==> config.mk <==
export PLATFORM = sky130hd
export DESIGN_NAME = fifo_wr_arbiter_flat
export DESIGN_NICKNAME = d
export VERILOG_FILES = /design/src/rtl/fifo_wr_arbiter_pkg.sv /design/src/rtl/fifo_wr_arbiter_if.sv /design/src/rtl/fifo_wr_arbiter_rr_pick.sv /design/src/rtl/fifo_wr_arbiter.sv /design/src/flat_wrapper.sv
export SDC_FILE = /design/constraint.sdc
export NUM_CORES = 1
export LEC_CHECK = 0
export BUFFER_PORTS_ARGS = -buffer_cell sky130_fd_sc_hd__clkbuf_2
export CORE_UTILIZATION = 45
export CTS_CLUSTER_DIAMETER = 120
export DETAILED_ROUTE_END_ITERATION = 16
export PLACE_DENSITY = 0.82
export SLEW_MARGIN = 5
export SYNTH_ARGS = -nofsm -noshare
export SYNTH_HDL_FRONTEND = slang
export SYNTH_HIERARCHICAL = 1
export SYNTH_SLANG_ARGS = --single-unit
==> constraint.sdc <==
create_clock -name clk -period 4.8 [get_ports clk]
set_input_delay 0.48 -clock clk [delete_from_list [all_inputs] [get_ports clk]]
set_output_delay 0.48 -clock clk [all_outputs]
set_load 0.01 [all_outputs]
==> src/rtl/fifo_wr_arbiter_pkg.sv <==
// Shared types, defaults and helpers for the FIFO write-side arbiter.
package fifo_arb_pkg;

    typedef enum logic {
        IDLE = 1'b0,
        XFER = 1'b1
    } arb_state_t;

    localparam int DEF_BITS   = 12;
    localparam int DEF_ADDR_W = 3;
    localparam int DEF_BURST  = 4;
    localparam int DEF_NREQ   = 4;

    function automatic int clog2(input int n);
        int r;
        r = 0;
        while ((1 << r) < n) r++;
        return r;
    endfunction

endpackage

==> src/rtl/fifo_wr_arbiter_if.sv <==
// Producer/consumer/FIFO-side signals of the write arbiter; slave is the arbiter's view.
interface fifo_wr_arbiter_if
    import fifo_arb_pkg::*;
#(
    parameter int NREQ   = DEF_NREQ,
    parameter int BITS   = DEF_BITS,
    parameter int ADDR_W = DEF_ADDR_W
) ();
    localparam int OW = (NREQ > 1) ? clog2(NREQ) : 1;

    logic [NREQ-1:0]      req;
    logic [NREQ*BITS-1:0] data;
    logic [NREQ-1:0]      gnt;
    logic                 rd;
    logic                 fifo_ready;
    logic                 fifo_write;
    logic [BITS-1:0]      fifo_data;
    logic                 fifo_read;
    logic [ADDR_W-1:0]    level;
    logic                 full;
    logic                 busy;
    logic [OW-1:0]        owner;

    modport slave (
        input  req, data, rd, fifo_ready,
        output gnt, fifo_write, fifo_data, fifo_read, level, full, busy, owner
    );

    modport master (
        output req, data, rd, fifo_ready,
        input  gnt, fifo_write, fifo_data, fifo_read, level, full, busy, owner
    );

endinterface

==> src/rtl/fifo_wr_arbiter_rr_pick.sv <==
// Round-robin priority encoder: first requester at or after last+1 (mod NREQ).
module rr_pick
    import fifo_arb_pkg::*;
#(
    parameter int NREQ = DEF_NREQ,
    parameter int OW   = (NREQ > 1) ? clog2(NREQ) : 1
) (
    input  logic [NREQ-1:0] req,
    input  logic [OW-1:0]   last,
    output logic            valid,
    output logic [OW-1:0]   idx
);
    logic [2*NREQ-2:0] dbl;
    logic [NREQ-1:0]   rot;
    logic [OW:0]       start;
    logic [OW:0]       sum;

    // NOTE: every variable gets a default at the top of always_comb so no path leaves it unassigned (no latch).
    always_comb begin
        start = {1'b0, last} + 1'b1;
        if (start >= (OW+1)'(NREQ)) start = '0;
        dbl   = {req[NREQ-2:0], req};
        rot   = dbl[start +: NREQ];
        valid = |req;
        idx   = '0;
        sum   = '0;
        // Scan downwards so the lowest rotated position, i.e. closest after last, wins.
        for (int i = NREQ - 1; i >= 0; i--) begin
            if (rot[i]) begin
                sum = start + (OW+1)'(i);
                idx = (sum >= (OW+1)'(NREQ)) ? OW'(sum - (OW+1)'(NREQ)) : OW'(sum);
            end
        end
    end

endmodule

==> src/rtl/fifo_wr_arbiter.sv <==
// Round-robin burst arbiter for a shared FIFO write port with internal occupancy tracking.
// Optional FIFO_WR_ARB_PRIO_EN: requester 0 is high priority and preempts other bursts.
module fifo_wr_arbiter
    import fifo_arb_pkg::*;
#(
    parameter int BITS   = DEF_BITS,
    parameter int ADDR_W = DEF_ADDR_W,
    parameter int NREQ   = DEF_NREQ,
    parameter int BURST  = DEF_BURST
) (
    input logic clk,
    input logic rst,
    fifo_wr_arbiter_if.slave bus
);
    localparam int OW  = (NREQ > 1) ? clog2(NREQ) : 1;
    localparam int CAP = (1 << ADDR_W) - 1;
    localparam int BW  = clog2(BURST + 1);

    arb_state_t        state;
    logic [OW-1:0]     owner_q;
    logic [OW-1:0]     last_q;
    logic [BW-1:0]     beats;
    logic [ADDR_W-1:0] level_q;
    logic              full_q;

    logic              pick_valid;
    logic [OW-1:0]     pick_idx;
    logic [OW-1:0]     next_owner;
    logic              beat;
    logic              pop;
    logic              preempt;
    logic              burst_done;
    logic [ADDR_W-1:0] level_nxt;
    logic [BITS-1:0]   words [NREQ];

    rr_pick #(.NREQ(NREQ), .OW(OW)) u_pick (
        .req   (bus.req),
        .last  (last_q),
        .valid (pick_valid),
        .idx   (pick_idx)
    );

`ifdef FIFO_WR_ARB_PRIO_EN
    logic req0_q;
`endif

    always_comb begin
        for (int i = 0; i < NREQ; i++) words[i] = bus.data[i*BITS +: BITS];
        // Eligibility looks at the level before any same-cycle pop, like the FIFO itself.
        beat      = (state == XFER) && bus.req[owner_q] && (level_q != ADDR_W'(CAP));
        pop       = bus.rd && bus.fifo_ready && (level_q != '0);
        level_nxt = level_q + ADDR_W'(beat) - ADDR_W'(pop);
`ifdef FIFO_WR_ARB_PRIO_EN
        next_owner = bus.req[0] ? '0 : pick_idx;
        preempt    = (owner_q != '0) && bus.req[0] && !req0_q;
`else
        next_owner = pick_idx;
        preempt    = 1'b0;
`endif
        burst_done = !bus.req[owner_q] || (beat && (beats + 1'b1 == BW'(BURST))) || preempt;
    end

    assign bus.gnt        = beat ? (NREQ'(1) << owner_q) : '0;
    assign bus.fifo_write = beat;
    assign bus.fifo_data  = beat ? words[owner_q] : '0;
    assign bus.fifo_read  = bus.rd;
    assign bus.level      = level_q;
    assign bus.full       = full_q;
    assign bus.busy       = (state == XFER);
    assign bus.owner      = owner_q;

    // NOTE: sequential state uses non-blocking assignments so every flop samples pre-edge values.
    always_ff @(posedge clk or posedge rst) begin
        if (rst) begin
            state   <= IDLE;
            owner_q <= '0;
            last_q  <= OW'(NREQ - 1);
            beats   <= '0;
            level_q <= '0;
            full_q  <= 1'b0;
`ifdef FIFO_WR_ARB_PRIO_EN
            req0_q  <= 1'b0;
`endif
        end else begin
            level_q <= level_nxt;
            full_q  <= (level_nxt == ADDR_W'(CAP));
`ifdef FIFO_WR_ARB_PRIO_EN
            req0_q  <= bus.req[0];
`endif
            case (state)
                IDLE: begin
                    if (pick_valid) begin
                        owner_q <= next_owner;
                        beats   <= '0;
                        state   <= XFER;
                    end
                end
                XFER: begin
                    if (beat) beats <= beats + 1'b1;
                    if (burst_done) begin
                        state <= IDLE;
`ifdef FIFO_WR_ARB_PRIO_EN
                        if (owner_q != '0) last_q <= owner_q;
`else
                        last_q <= owner_q;
`endif
                    end
                end
                default: state <= IDLE;
            endcase
        end
    end

endmodule

==> src/flat_wrapper.sv <==
// flat-port wrapper written by rule: the top's interface ports become plain ports
module fifo_wr_arbiter_flat import fifo_arb_pkg::*;
#(
    parameter int BITS   = DEF_BITS,
    parameter int ADDR_W = DEF_ADDR_W,
    parameter int NREQ   = DEF_NREQ,
    parameter int BURST  = DEF_BURST
)
  (clk, rst, bus_req, bus_data, bus_rd, bus_fifo_ready, bus_gnt, bus_fifo_write, bus_fifo_data, bus_fifo_read, bus_level, bus_full, bus_busy, bus_owner);
  fifo_wr_arbiter_if #(.NREQ(NREQ), .BITS(BITS), .ADDR_W(ADDR_W)) bus_i ();
  input logic clk;
  input logic rst;
  input wire logic [$bits(bus_i.req)-1:0] bus_req;
  input wire logic [$bits(bus_i.data)-1:0] bus_data;
  input wire logic [$bits(bus_i.rd)-1:0] bus_rd;
  input wire logic [$bits(bus_i.fifo_ready)-1:0] bus_fifo_ready;
  output wire logic [$bits(bus_i.gnt)-1:0] bus_gnt;
  output wire logic [$bits(bus_i.fifo_write)-1:0] bus_fifo_write;
  output wire logic [$bits(bus_i.fifo_data)-1:0] bus_fifo_data;
  output wire logic [$bits(bus_i.fifo_read)-1:0] bus_fifo_read;
  output wire logic [$bits(bus_i.level)-1:0] bus_level;
  output wire logic [$bits(bus_i.full)-1:0] bus_full;
  output wire logic [$bits(bus_i.busy)-1:0] bus_busy;
  output wire logic [$bits(bus_i.owner)-1:0] bus_owner;
  assign bus_i.req = bus_req;
  assign bus_i.data = bus_data;
  assign bus_i.rd = bus_rd;
  assign bus_i.fifo_ready = bus_fifo_ready;
  assign bus_gnt = bus_i.gnt;
  assign bus_fifo_write = bus_i.fifo_write;
  assign bus_fifo_data = bus_i.fifo_data;
  assign bus_fifo_read = bus_i.fifo_read;
  assign bus_level = bus_i.level;
  assign bus_full = bus_i.full;
  assign bus_busy = bus_i.busy;
  assign bus_owner = bus_i.owner;
  fifo_wr_arbiter #(.BITS(BITS), .ADDR_W(ADDR_W), .NREQ(NREQ), .BURST(BURST)) u_core (.clk(clk), .rst(rst), .bus(bus_i));
endmodule
==> metrics.md, run 1 <==
| Metric | Value |
|---|---|
| Status | `finished, final reports clean` |
| Psw | `approximately 0.00042 W` |
| Flop pwr share | `around 29%` |
| Post-route setup slack | `1434 ps` |
| Die width | `54.36 um` |
| Cell area after synthesis | `roughly 1200 um2` |
| Final-report max-slew violation count | `0` |
| DRT met1 WL | `1302 um` |
| DIE AREA | `2955 um2` |
| Pwr dens | `572.0 nW/um2` |
| Vias in the first global route | `between 1,000 and 1,500` |
| Crit path top cell by count | `xnor2_1` |
| Num rows | `18` |
| Num ports | `81` |
| Total routed wirelength | `between 3000 and 4000 um` |
| Dpl cell area | `1614 um2` |
| Lkg Pwr | `0.8359 nW` |
| Total GRT Usage | `between 20% and 30%` |
| Dpl ws | `around 1400 ps` |
| Fin Hold WS | `186.7 ps` |
| WP depth | `8` |
| Worst slew margin | `42.15%` |
| Max_cap viols | `0` |
| Largest fanout on the critical path | `19` |
| Tmin final | `3366 ps` |
| Switching Share | `44.44%` |
| Placed insts | `215` |
| DRC | `0` |
| Final Skew | `about 6.4 ps` |
| Largest net degree at the start of global routing | `21` |
| DR vias | `1,228` |
| Die Ht | `54.36 um` |
| Crit-path max cell delay | `920 ps` |
| Final ANT Viol Nets | `0` |
| Final std cells w/o fill | `219` |
| Synth area leader | `dfrtp_1` |
| Post-synth top area share | `roughly a fifth` |
| Worst Path Arrival | `around 3500 ps` |
| Routed length per instance | `15.11 um` |
| Fill cells | `around 200` |
| RSZ-0062 raised after global routing | `false` |
| Kind of critical path | `flop to flop` |
| Synthesized flop and latch total | `12` |
| Synthesized Nets | `176` |
| Comb pwr share | `64.3%` |
| Initial core utilization | `48.48%` |
| TritonCTS Sinks | `12` |
| Post_cts resized | `0` |
| CP Launch Type | `flop` |
| CTS tree | `built` |
| Wire length on met3 | `311 um` |
| Synth cell types | `44` |
| Sequential share of the synthesized area | `24.54%` |
| Post-DP HPWL | `2668 um` |
| Buffers on Ports | `80` |
| Vias per cell | `5.607` |
| Internal Power | `~0.00052 W` |
| WP data required | `4960 ps` |
| Share of cells above drive strength 1 | `~54%` |
| Post-CTS setup repair buffer count | `0` |
| Design Area, Final | `1640 um2` |
| Mapped Cells | `114` |
| EDFF count, synth | `0` |
| Yosys warnings | `6` |
| Synthesized area per cell | `10.82 um2` |
| Highest Signal Layer | `met4` |
| Ys async rst share | `100.0%` |
| Cells on worst reg2reg path | `8` |
| 1st-pass router iterations | `4` |
| Placer Congestion | `0.8300` |
| Hold_buf cts | `0` |
| Clock share of power | `7.0%` |
| Reg clk slew, reported paths | `80 ps` |
| First-pass GRT wire length | `around 4800 um` |
| Crit-path cells | `mux4_2, nand3_1, inv_1, ha_1, fa_1, xnor2_1, xnor2_1, and3_1` |
| CTS buffer count | `3` |
| CP max stage cell | `dfrtp_1` |
| Setup TNS | `0 ps` |
| Longest Clk Path Bufs | `2` |
| Synth top area cells | `dfrtp_1, mux4_2, nor2b_1` |
| Fin crit share | `between 70% and 80%` |
| Critical path capture point type | `flop` |
| DR iter-0 viols | `25` |
| Grt ovf | `0` |
| Core area | `2545 um2` |
| Pin slew with the least headroom to its limit | `867.7 ps` |
| Antenna violations before repair | `0` |
| Clk Latency, worst-skew pair | `about 270 ps` |
| Primary FF master, synth | `dfrtp_1` |
| Final setup vio count | `0` |
| CP top delay family | `flip-flops` |
| Final #Nets | `approximately 250` |
| Htree depth | `1` |
| VDD IR max | `0.3897 mV` |
| DR WL met2 | `1676 um` |
| N_diodes | `0` |
| Root buf cell | `clkbuf_4` |
| Area grow syn2layout | `32.96%` |
| Highest Clock Rate | `between 0.2 and 0.3 GHz` |
| HP Class | `input pin to async pin` |
| Final Hold Vio Count | `0` |
| Crit path buffers/inverters | `1` |
cell usage after synthesis (2+ instances only):
| cell | number |
|---|---|
| a21oi_1 | 7 |
| a22o_1 | 3 |
| buf_2 | 4 |
| buf_6 | 2 |
| dfrtp_1 | 10 |
| dfstp_2 | 2 |
| ha_1 | 5 |
| inv_1 | 8 |
| mux2_1 | 2 |
| mux2_2 | 2 |
| mux4_1 | 3 |
| mux4_2 | 10 |
| nand2_1 | 4 |
| nand2b_1 | 2 |
| nand3_1 | 3 |
| nor2_1 | 4 |
| nor2b_1 | 14 |
| nor3_1 | 2 |
| xnor2_1 | 2 |
path summary, 6_finish.rpt:
kind	slack, ps	endpoint	start
min in group clk	510	u_core/beats[1]	u_core/beats[1]
min	190	u_core/bus.owner[1]	rst
max	1430	u_core/bus.full	u_core/bus.owner[0]
min reg2reg	510	u_core/beats[1]	u_core/beats[1]
max reg2reg	1430	u_core/bus.full	u_core/bus.owner[0]
max in group asynchronous	4260	u_core/last_q[0]	rst
registers in the layout, summed over array words and instances, names as in the netlist:
name / flops
u_core/bus.full: 1
u_core/beats: 3
u_core/bus.level: 3
u_core/last_q: 2
u_core/bus.busy: 1
u_core/bus.owner: 2
power groups by stage:
stage / logic, W / clock network, W / registers (W)
3_3_place_gp: 0.000582 / 0 / 0.000263
6_report: 0.000604 / 0.0000652 / 0.000269
2_1_floorplan: 0.000510 / 0 / 0.000202
5_1_grt: 0.000671 / 0.0000750 / 0.000285
3_5_place_dp: 0.000600 / 0 / 0.000270
4_1_cts: 0.000604 / 0.0000682 / 0.000269
cell usage in the layout, fill, tap and decap left out, types with 3 or more instances in the layout:
master / synthesis / final
a21oi_1: 7 / 7
a22o_1: 3 / 3
clkbuf_2: 0 / 80
clkbuf_4: 0 / 3
dfrtp_1: 10 / 10
ha_1: 5 / 5
inv_1: 8 / 8
mux4_1: 3 / 3
mux4_2: 10 / 10
nand2_1: 4 / 4
nand3_1: 3 / 3
nor2_1: 4 / 4
nor2b_1: 14 / 14
final cells by class:
class / count / area (um2) / share of cell area (%)
Multi-Input combinational cell: 85 / 843.3 / 51.41
Inverter: 8 / 30.03 / 1.831
Clock buffer: 4 / 26.28 / 1.602
Sequential cell: 12 / 302.8 / 18.46
Tap cell: 30 / 37.54 / 2.288
Timing Repair Buffer: 80 / 400.4 / 24.41
routing by layer:
layer | vias to the layer above | GRT usage, %
met5 | - | 0
li1 | 581 | -
met3 | 2 | 4.722
met4 | 0 | 5.983
met1 | 583 | 24.65
met2 | 62 | 44.31
cells by family after synthesis:
family	share of synthesized area (%)
buffers and inverters	7.099
AO/OA/AOI/OAI	12.37
AND/OR/NAND/NOR	18.05
flip-flops	24.54
XOR/XNOR	2.130
multiplexers	29.11
adder cells (fa/ha/maj)	6.694
per-stage QoR:
stage          total power [W]  utilization, %
3_5_place_dp         0.0008702           63.42
6_report             0.0009383           64.45
2_1_floorplan        0.0007118               -
5_1_grt               0.001030           64.45
3_3_place_gp         0.0008453           63.42
4_1_cts              0.0009413           64.45
Power figures use the tool's default switching activity.
==> run 2, diff against run 1 <==
CORE_UTILIZATION = 38   (was 45)
PLACE_DENSITY = 0.73   (was 0.82)
clock period = 2.7 ns   (was 4.8 ns; I/O delays follow)
==> metrics.md, run 2 (same netlist as run 1, synthesis figures left out) <==
| Metric | Value |
|---|---|
| Post-CTS setup repair buffer count | `0` |
| Beginning of the critical path | `u_core/bus.owner[0]` |
| CP max stage cell | `mux4_2` |
| Largest fanout on the critical path | `5` |
| Grt ovf | `0` |
| Largest net degree at the start of global routing | `20` |
| Root buf cell | `clkbuf_4` |
| Die Ht | `roughly 59 um` |
| CP top delay family | `multiplexers` |
| Area grow syn2layout | `37.83%` |
| Fill cells | `294` |
| WP data required | `2860 ps` |
| HP Class | `flop to flop` |
| Kind of critical path | `flop to flop` |
| Highest Clock Rate | `0.4379 GHz` |
| Crit-path max cell delay | `between 500 and 600 ps` |
| Final-report max-slew violation count | `0` |
| N_diodes | `0` |
| TritonCTS Sinks | `12` |
| Vias in the first global route | `1,197` |
| HP Start | `u_core/beats[1]` |
| Die width | `58.98 um` |
| Worst Path Arrival | `2440 ps` |
| Total GRT Usage | `between 10% and 20%` |
| Final setup vio count | `0` |
| Num ports | `81` |
| Post_cts resized | `0` |
| Total routed wirelength | `3242 um` |
| CP Launch Type | `flop` |
| Setup TNS | `0 ps` |
| Placed insts | `232` |
| Antenna violations before repair | `0` |
| Finished Core Util | `55.24%` |
| DIE AREA | `3479 um2` |
| Worst R2R Setup Slack | `420 ps` |
| Pwr dens | `1012 nW/um2` |
| Hold path cells | `1` |
| Crit-path cells | `mux4_2, nand3_1, inv_1, ha_1, fa_1, xnor2_1, xnor2_1, and3_1` |
| Cells on worst reg2reg path | `8` |
| Initial core utilization | `40.08%` |
| Fin crit share | `between 80% and 90%` |
| CTS buffer count | `3` |
| Lkg Pwr | `roughly 0.86 nW` |
| Share of cells above drive strength 1 | `a little over half` |
| DR iter-0 viols | `45` |
| Num rows | `20` |
| Final std cells w/o fill | `roughly 240` |
| Status | `finished, final reports clean` |
| Buffers on Ports | `80` |
| Max_cap viols | `0` |
| RSZ-0062 raised after global routing | `false` |
| Worst slew margin | `69.45%` |
| VDD IR max | `0.6684 mV` |
| Htree depth | `1` |
| Vias per cell | `5.241` |
| DRC | `0` |
| Routed length per instance | `13.68 um` |
| Reg clk slew, reported paths | `around 80 ps` |
| Final Hold Vio Count | `0` |
| WP depth | `8` |
| Most common cell after layout, fill and taps aside | `clkbuf_2` |
| Tmin final | `2283 ps` |
| Longest Clk Path Bufs | `2` |
| DR vias | `between 1,000 and 1,500` |
| Post-DP HPWL | `2754 um` |
| Reg2Reg Launch Point | `u_core/bus.owner[0]` |
| Most frequent cells in the layout | `clkbuf_2, nor2b_1, mux4_2, dfrtp_1, inv_1` |
| First-pass GRT wire length | `4995 um` |
| Critical path capture point type | `flop` |
| Pin slew with the least headroom to its limit | `457.7 ps` |
| Placer Congestion | `0.7935` |
| Final Skew | `~3.5 ps` |
| Clk Latency, worst-skew pair | `260 ps` |
| Final ANT Viol Nets | `0` |
| CTS tree | `built` |
| Core area | `3078 um2` |
| 1st-pass router iterations | `4` |
| Crit path buffers/inverters | `1` |
| Crit path top cell by count | `xnor2_1` |
| Final #Nets | `256` |
run 2: layer usage:
metal	up-vias	share of wire [%]	GRT usage [%]
met5	-	0	0
met4	0	0	3.061
met3	0	9.7	3.712
met2	62	50	36.36
met1	587	40	21.16
li1	593	-	-
run 2: per-stage QoR:
stage	power (W)	instance area [um2]	setup slack, ps	hold slack, ps
after floorplan	0.001266	1234	230.0	133.3
after global placement	0.001556	1654	419.3	263.9
after detailed placement	0.001593	1654	350.8	286.9
after CTS	0.001740	1700	398.5	512.0
after global routing	0.001873	1700	240.4	529.9
final	0.001721	1700	416.5	507.1
run 2: power breakdown:
group | internal, W | total, W | switching, W
registers | 0.000280 | 0.000385 | 0.000105
logic | 0.000621 | 0.00120 | 0.000575
clock network | 0.0000818 | 0.000139 | 0.0000577
run 2: path summary, 6_finish.rpt:
kind                                         end
worst min register to register   u_core/beats[1]
worst max register to register   u_core/bus.full
worst max-delay path             u_core/bus.full
max in group asynchronous       u_core/last_q[0]
worst min-delay path             u_core/beats[1]
min in group asynchronous        u_core/bus.full
run 2: area by class of cell:
class                      count  area (um2)  share of cell area, %
tap                           44       55.05                  3.238
multi-input combinational     85       843.3                  49.60
clock buffer                   4       36.28                  2.134
sequential                    12       302.8                  17.81
timing repair buffer          84       432.9                  25.46
inverter                       8       30.03                  1.766
run 2: timing repair:
action,in CTS,in global routing
endpoints found under the hold margin,10,0
setup endpoints to repair,0,0
hold buffers,1,0
